--- src/rtl/apb5_completer_mem.sv ---
`default_nettype none
// ============================================================================
// Module   : apb5_completer_mem
// Brief    : APB5 completer backed by a word memory with per-word user data,
//            programmable wait states, error responses and a sticky protocol
//            violation flag. Define APB5_RME_EN to add the PNSE input.
// Revision : 1.0 - initial release
// ============================================================================
module apb5_completer_mem #(
  parameter int ADDR_WIDTH      = 8,
  parameter int DATA_WIDTH      = 8,
  parameter int DEPTH           = 16,
  parameter int SECURE_WORDS    = 4,
  parameter int USER_REQ_WIDTH  = 8,
  parameter int USER_DATA_WIDTH = 16,
  parameter int USER_RESP_WIDTH = 8
) (
  input  logic                         PCLK,
  input  logic                         PRESETN,
  input  logic                         PSEL,
  input  logic                         PENABLE,
  input  logic [ADDR_WIDTH-1:0]        PADDR,
  input  logic                         PWRITE,
  input  logic [DATA_WIDTH-1:0]        PWDATA,
  input  logic [DATA_WIDTH/8-1:0]      PSTRB,
  input  logic [2:0]                   PPROT,
  input  logic [USER_REQ_WIDTH-1:0]    PAUSER,
  input  logic [USER_DATA_WIDTH-1:0]   PWUSER,
`ifdef APB5_RME_EN
  input  logic                         PNSE,
`endif
  input  logic [3:0]                   cfg_wait,
  output logic [DATA_WIDTH-1:0]        PRDATA,
  output logic [USER_DATA_WIDTH-1:0]   PRUSER,
  output logic [USER_RESP_WIDTH-1:0]   PBUSER,
  output logic                         PREADY,
  output logic                         PSLVERR,
  output logic                         proto_err
);

  localparam int STRB_W = DATA_WIDTH / 8;
  localparam int OFFS   = $clog2(STRB_W);
  localparam int MW     = (DEPTH > 1) ? $clog2(DEPTH) : 1;

  typedef enum logic [1:0] {
    S_IDLE = 2'd0,
    S_WAIT = 2'd1,
    S_RESP = 2'd2
  } state_t;

  state_t r_state, w_next;

  logic [DATA_WIDTH-1:0]      r_mem  [DEPTH];
  logic [USER_DATA_WIDTH-1:0] r_user [DEPTH];
  logic [MW-1:0]              r_idx;
  logic [3:0]                 r_cnt;
  logic [ADDR_WIDTH-1:0]      r_addr;
  logic [DATA_WIDTH-1:0]      r_wdata;
  logic [USER_RESP_WIDTH-1:0] r_buser;
  logic                       r_write, r_err, r_pready, r_proto;

  logic [31:0]                w_idx;
  logic [USER_RESP_WIDTH-1:0] w_buser;
  logic                       w_setup, w_err, w_rme_err, w_viol, w_rd_ok, w_unused;

  assign w_setup = PSEL & ~PENABLE;
  assign w_idx   = 32'(PADDR) >> OFFS;

`ifdef APB5_RME_EN
  // Root/Realm tag: PNSE set while PPROT marks the access secure
  assign w_rme_err = PNSE & ~PPROT[1];
`else
  assign w_rme_err = 1'b0;
`endif

  assign w_err = (w_idx >= DEPTH) | (PPROT[1] & (w_idx < SECURE_WORDS)) | w_rme_err;

  generate
    if (USER_RESP_WIDTH > USER_REQ_WIDTH) begin : g_buser_ext
      assign w_buser = {{(USER_RESP_WIDTH-USER_REQ_WIDTH){1'b0}}, PAUSER};
    end else begin : g_buser_trunc
      assign w_buser = PAUSER[USER_RESP_WIDTH-1:0];
    end
  endgenerate

  assign w_viol = ((r_state == S_IDLE) & PSEL & PENABLE)
                | ((r_state == S_IDLE) & w_setup & ~PWRITE & (PSTRB != '0))
                | ((r_state == S_WAIT) & (~PSEL | (PADDR != r_addr) |
                                          (PWRITE != r_write) | (PWDATA != r_wdata)));

  always_ff @(posedge PCLK or negedge PRESETN) begin
    if (!PRESETN) r_state <= S_IDLE;
    else          r_state <= w_next;
  end

  always_comb begin
    w_next = r_state;
    case (r_state)
      S_IDLE: if (w_setup) w_next = (cfg_wait != 4'd0) ? S_WAIT : S_RESP;
      S_WAIT: begin
        if (!PSEL)              w_next = S_IDLE;
        else if (r_cnt == 4'd1) w_next = S_RESP;
      end
      S_RESP:  w_next = S_IDLE;
      default: w_next = S_IDLE;
    endcase
  end

  always_ff @(posedge PCLK or negedge PRESETN) begin
    if (!PRESETN) begin
      r_idx    <= '0;
      r_cnt    <= '0;
      r_addr   <= '0;
      r_wdata  <= '0;
      r_buser  <= '0;
      r_write  <= 1'b0;
      r_err    <= 1'b0;
      r_pready <= 1'b0;
      r_proto  <= 1'b0;
      for (int i = 0; i < DEPTH; i++) begin
        r_mem[i]  <= '0;
        r_user[i] <= '0;
      end
    end else begin
      r_pready <= (w_next == S_RESP);
      r_proto  <= r_proto | w_viol;
      if ((r_state == S_IDLE) && w_setup) begin
        r_idx   <= w_idx[MW-1:0];
        r_cnt   <= cfg_wait;
        r_addr  <= PADDR;
        r_wdata <= PWDATA;
        r_buser <= w_buser;
        r_write <= PWRITE;
        r_err   <= w_err;
      end else if (r_state == S_WAIT) begin
        r_cnt <= r_cnt - 4'd1;
      end
      // Commit happens on the completing edge so an aborted transfer never writes
      if ((r_state == S_RESP) && r_write && !r_err) begin
        for (int b = 0; b < STRB_W; b++) begin
          if (PSTRB[b]) r_mem[r_idx][8*b +: 8] <= PWDATA[8*b +: 8];
        end
        if (PSTRB != '0) r_user[r_idx] <= PWUSER;
      end
    end
  end

  assign w_rd_ok   = r_pready & ~r_err & ~r_write;
  assign PREADY    = r_pready;
  assign PSLVERR   = r_pready & r_err;
  assign PRDATA    = w_rd_ok ? r_mem[r_idx]  : '0;
  assign PRUSER    = w_rd_ok ? r_user[r_idx] : '0;
  assign PBUSER    = r_pready ? r_buser : '0;
  assign proto_err = r_proto;

  assign w_unused  = &{1'b0, PPROT[2], PPROT[0]};

endmodule
`default_nettype wire
--- config.mk ---
export PLATFORM = sky130hd
export DESIGN_NAME = apb5_completer_mem
export DESIGN_NICKNAME = d
export VERILOG_FILES = /design/src/rtl/apb5_completer_mem.sv
export SDC_FILE = /design/constraint.sdc
export NUM_CORES = 1
export LEC_CHECK = 0
export ABC_AREA = 1
export CORE_MARGIN = 10
export CORE_UTILIZATION = 45
export DETAILED_ROUTE_END_ITERATION = 12
export GPL_TIMING_DRIVEN = 0
export PLACE_DENSITY_LB_ADDON = 0.15
export SYNTH_ARGS = -nofsm -noshare
export SYNTH_HDL_FRONTEND = slang
export SYNTH_SLANG_ARGS = --single-unit
--- constraint.sdc ---
create_clock -name PCLK -period 2.1 [get_ports PCLK]
set_clock_uncertainty 0.05 [all_clocks]
set_input_delay 0.315 -clock PCLK [delete_from_list [all_inputs] [get_ports PCLK]]
set_output_delay 0.315 -clock PCLK [all_outputs]
set_load 0.005 [all_outputs]
==> results of run 1 <==
==> stage by stage <==
step	setup WS, ps	hold WS [ps]	power [uW]	setup TNS, ps
global route	-744	248	22400	-20930
finish	-713	229	21800	-16380
detailed placement	-1100	411	11500	-101170
global placement	-17690	415	11500	-7468200
floorplan	313	-30.6	9970	0
CTS	-652	215	21700	-14200
==> layer usage <==
metal,vias up,track usage,share of wire
li1,7901,-,-
met1,8355,0.352,0.41
met2,831,0.407,0.44
met3,174,0.0545,0.092
met4,2,0.122,0.048
met5,-,0,0.0011
==> state kept, by name (all words and copies together) (netlist names), 2 cells and up <==
signal	count
r_idx	3
r_state	2
r_cnt	4
r_user	256
r_mem	128
r_wdata	8
r_buser	8
r_addr	5
==> timing repair <==
item / 4_1_cts / 5_1_grt
hold buffers: 1 / 0
pin swaps: 71 / 36
hold endpoints to repair: 110 / 0
gates cloned: 6 / 1
resized for setup: 393 / 49
buffers inserted: 42 / 0
setup endpoints to repair: 75 / 212
==> cells in the mapped netlist <==
cell      count
nor3_4        1
nor3_1        1
a21oi_1      49
clkinv_1      1
ha_1          2
inv_2         4
o21ai_2      10
nand4_1      48
buf_2        43
a31oi_1       1
nor2_2        2
o21ai_1     163
nor2_1       61
o21ai_0     285
nand3_1      14
o211ai_1      1
buf_6        32
inv_1        64
nand2_1    1020
clkbuf_1     80
xor2_1        1
nand3_2      11
buf_4        11
nor2_4        3
or2_2         1
o221ai_1      1
dfrtp_1     418
clkbuf_2      3
a41oi_1       1
nor4_1        1
buf_1         1
xnor2_1       2
o22ai_1       1
==> power by group <==
part | switching, uW | internal, uW
registers | 129 | 8260
clock network | 3390 | 5400
logic | 2920 | 1720
total | 6440 | 15400
==> cells by family (layout without fill, tap and decap cells) <==
family	after synthesis	after routing	synth area share
adders and majority gates	2	2	0.00132
other	0	1	0
xor gates and xnor gates	3	3	0.00138
and+or+nand+nor	1163	1163	0.243
buffers and inverters	239	459	0.0651
DFF	418	418	0.551
AOI/OAI and AO/OA	512	512	0.138
==> area by class of cell <==
cell class / instances / area [um^2] / area share
Sequential cell: 418 / 10500 / 0.443
Timing Repair inverter: 1 / 7.51 / 0.000318
Timing Repair Buffer: 137 / 1440 / 0.0609
Antenna cell: 1 / 2.50 / 0.000106
Inverter: 69 / 274 / 0.0116
Tap cell: 539 / 674 / 0.0285
Clock buffer: 67 / 1450 / 0.0615
Buffer: 168 / 1460 / 0.0616
Clock inverter: 17 / 215 / 0.00911
Multi-Input combinational cell: 1680 / 7650 / 0.324
==> final timing paths <==
path | slack (ps) | startpoint | cells after the start | end
max | -710 | r_idx[0] | 12 | PRDATA[1]
min in group asynchronous | 270 | PRESETN | 2 | r_user[44]
max reg2reg | -100 | r_idx[1] | 10 | r_user[120]
min | 230 | PAUSER[5] | 3 | r_buser[5]
max in group asynchronous | 290 | PRESETN | 4 | r_mem[102]
min reg2reg | 430 | r_buser[2] | 2 | r_buser[2]
==> critical path: stages, from the launching register on <==
cell and delay, ps:
dfrtp_1 380, buf_6 160, nor2_4 210, buf_12 150, buf_12 140, buf_12 140
nand2_2 40, nand4_1 80, nand2_2 100, nand2_2 70, nor2_1 40, nor2_2 180
buf_2 160
==> out/qor.txt, run 1 <==
Worst slew pin tran: 750 ps
Row cnt: 75
Area Growth Syn to Fin: 24.5%
Filler cells: 3821
Kind of critical path: register to output pin
Worst skew pair latency: 580 ps
Share of post-route cells with drive strength above 1: 0.163
Max Freq: 356 MHz
Die area: 50800 um^2
Fin util: 0.565
CTS sink count: 418
Drt wl/cell: 21.5 um
Starting DRT DRC Count: 1977
Critical Path Start Type: register
Drt via density: 5.57
Starting Density: 0.453
NumNets Final: 2576
Global-route wire length before repair: 101000 um
Routed Antenna Nets: 0
Placed Cells: 2964
Commonest non-fill, non-tap cell in the layout: nand2_1
Die W: 225 um
Syn Inst Count: 2337
Max clock buf depth: 3
Synth Warn #: 0
Vias in the first global route: 17.0k
Worst EP arrival: 2450 ps
H-tree depth: 2
Violated checks: setup timing
Max-slew violations: 0
# IOs: 88
Core ar.: 41900 um^2
Initial antenna violation count: 1
Total grt overflow: 0
Critical path required time: 1740 ps
Final setup vio count: 59
Crit end category: output pin
Post-synth cell types: 33
Syn Nets: 2392
Peak supply drop: 0.568 mV
Most frequent cells in the layout: nand2_1 (957), dfrtp_1 (418), o21ai_0 (252)
Drt drc: 0
Slew headroom: 0.500
Routability cong.: 0.924
PortBufs: 85
Clock slew at reported path FFs: 60 ps
Largest net degree at the start of global routing: 119
TritonCTS clock tree: done
Dpl cell area: 20600 um^2
Syn avg cell area: 8.12 um^2
CTS Root Cell: clkbuf_16
Worst Slack Setup Final: -713 ps
#FFs+latches synth: 418
Period utilization: 1.34
GRT Overall Usage: 0.265
Worst-path fanout max: 10
Final Hold Fails: 0
Final WL: 66600 um
Min cycle time layout: 2810 ps
Status: complete, but fails checks
DP Wirelength: 45100 um
Design Area, Final: 23600 um^2
RSZ-0062 raised after global routing: yes
First drt pass iteration count: 6
Largest area contributor in the netlist: dfrtp_1
Min-delay worst type: primary input to register
Num CTS Buffers: 46
Power Dens Cells: 923 nW/um^2
Fin cells: 3097
Leak pwr: 0.0111 uW
Register area share after synthesis: 0.551
Detailed-route via count: 17.3k
MaxCap Viol Count: 0
Yosys top cell area share: 0.551
Post-Synthesis Cell Area: 19000 um^2
Top cells by area, synth: dfrtp_1 (55%), nand2_1 (20%), o21ai_0 (7.5%), o21ai_1 (4.3%), buf_6 (1.9%)
Die H: 225 um
Power figures use the tool's default switching activity.
==> run 2, diff against run 1 <==
Settings changed: ABC_CLOCK_PERIOD_IN_PS set to 2100, CAP_MARGIN set to 10, GPL_TIMING_DRIVEN 0 to not set.
==> run 2 against run 1 <==
The flow still finishes with violations (setup timing). Sequential power about the same. Global-route usage decreased by 2.0 points. Maximum frequency increased by 3.2%. Total power increased by 1.9%. Sequential share of layout area decreased by 0.91 points. Highest routed layer is now met4.
==> out/qor.txt, run 2 (synthesis gave the netlist of run 1 again) <==
Status: complete, but fails checks
Violated checks: setup timing
R2r startpoint: r_idx[0]
Largest net degree at the start of global routing: 65
Peak supply drop: 0.538 mV
Drt via density: 5.41
Starting Density: 0.453
NumNets Final: 2540
Initial antenna violation count: 0
TritonCTS clock tree: done
Min cycle time layout: 2730 ps
Combinational share of power: 0.220
Critical path required time: 1740 ps
CTS Root Cell: clkbuf_16
Die W: 225 um
Dpl cell area: 21200 um^2
Num CTS Buffers: 45
Vias in the first global route: 16.3k
Final hold slack: 219 ps
R2r endpoint: r_user[14]
H-tree depth: 2
Design Area, Final: 24100 um^2
CTS sink count: 418
Starting DRT DRC Count: 1928
PortBufs: 85
Worst EP arrival: 2360 ps
Switch share: 0.282
Row cnt: 75
Max-slew violations: 0
Worst Slack Setup Final: -625 ps
Dpl ws: -567 ps
Most frequent cells in the layout: nand2_1 (956), dfrtp_1 (416), o21ai_0 (241)
Filler cells: 3785
Die area: 50800 um^2
Slew headroom: 0.622
Worst slew pin tran: 567 ps
R2R setup slack: 120 ps
First drt pass iteration count: 5
RSZ-0062 raised after global routing: yes
Critical Path Start Type: register
Worst-path fanout max: 8
Core ar.: 41900 um^2
Routed Antenna Nets: 0
Drt drc: 0
Total grt overflow: 0
Routability cong.: 0.820
Cell depth of the worst flop-to-flop path: 9
Min-delay worst type: primary input to register
Clock slew at reported path FFs: 60 ps
Drt wl/cell: 20.0 um
Area Growth Syn to Fin: 27.2%
Top Registers: r_user x256, r_mem x128
Final setup vio count: 24
Pint: 16000 uW
Die H: 225 um
Global-route wire length before repair: 96300 um
Power Dens Cells: 921 nW/um^2
Diodes inserted: 0
CP endpoint: PRUSER[5]
Crit end category: output pin
MaxCap Viol Count: 0
GRT Overall Usage: 0.244
Switching power: 6260 uW
Clock power frac: 0.402
# IOs: 88
Commonest non-fill, non-tap cell in the layout: nand2_1
Largest register FFs: 256
Share of post-route cells with drive strength above 1: 0.168
Max clock buf depth: 3
Final Hold Fails: 0
Leak pwr: 0.0115 uW
Period utilization: 1.30
Kind of critical path: register to output pin
Detailed-route via count: 16.6k
Most flops, register: r_user
Max Freq: 367 MHz
Critical Path Source: r_idx[0]
Share of power burned in registers: 0.379
DP Wirelength: 36500 um
Worst skew pair latency: 580 ps
Final WL: 61300 um
-- run 2: worst min path at each step --
| stage | startpoint | endpoint | slack, ps | depth (start not counted) |
|---|---|---|---|---|
| after floorplan | PRESETN | PREADY | -30 | 0 |
| after global placement | PRESETN | r_user[89] | 260 | 1 |
| after detailed placement | PRESETN | r_user[220] | 260 | 1 |
| after CTS | PAUSER[2] | r_buser[2] | 200 | 3 |
| after global routing | PAUSER[2] | r_buser[2] | 240 | 3 |
| final | PAUSER[2] | r_buser[2] | 220 | 3 |
-- run 2: final cells by class --
class | instances | area [um^2] | share of cell area
tap | 539 | 674 | 0.0279
multi-input combinational | 1680 | 7690 | 0.319
clock buffer | 66 | 1380 | 0.0571
clock inverter | 17 | 294 | 0.0122
timing repair buffer | 271 | 3360 | 0.139
inverter | 69 | 274 | 0.0114
sequential | 418 | 10500 | 0.434
-- run 2: stage by stage --
step	instances	total power (uW)	utilization	setup TNS, ps
final	3060	22200	0.577	-13890
after global routing	3060	23000	0.577	-16170
after CTS	3062	22300	0.575	-14410
after detailed placement	2922	12000	0.508	-8420
after global placement	2922	12000	0.508	-8000
after floorplan	2337	9970	-	0
-- run 2: power by group through the flow --
stage	logic (uW)	registers [uW]	clock network, uW
after floorplan	1470	8500	0
after global placement	3420	8550	0
after detailed placement	3450	8560	0
after CTS	4850	8410	9080
after global routing	5110	8440	9420
final	4890	8420	8930
-- run 2: metal layers --
metal	track usage	share of wire	vias up
met5	0	0	-
met4	0.0758	0.024	0
met3	0.0388	0.066	92
met2	0.386	0.46	572
met1	0.339	0.45	8058
li1	-	-	7830
-- run 2: what timing repair did --
action                     in CTS  in global routing
gates resized for setup       271                 76
pin swaps                     120                 79
buffers inserted               40                  5
hold buffers                    1                  0
gates cloned                   19                  1
hold endpoints to repair       49                  0
setup endpoints to repair      33                 27
-- run 2: worst max-delay path: stages, from the launching register on --
cell and delay, ps:
dfrtp_2 420, buf_6 130, nor2_4 240, buf_6 210
buf_12 120, nand2_1 40, nand4_1 90, nand2_1 50
nand2_1 60, nor2_1 40, buf_4 140, nor2_2 100
buf_2 130
==> run 3, diff against run 2 <==
Settings changed: SLEW_MARGIN set to 30.
==> results of run 3 <==
The final DEF is identical to that of run 2; final timing and power are the same.
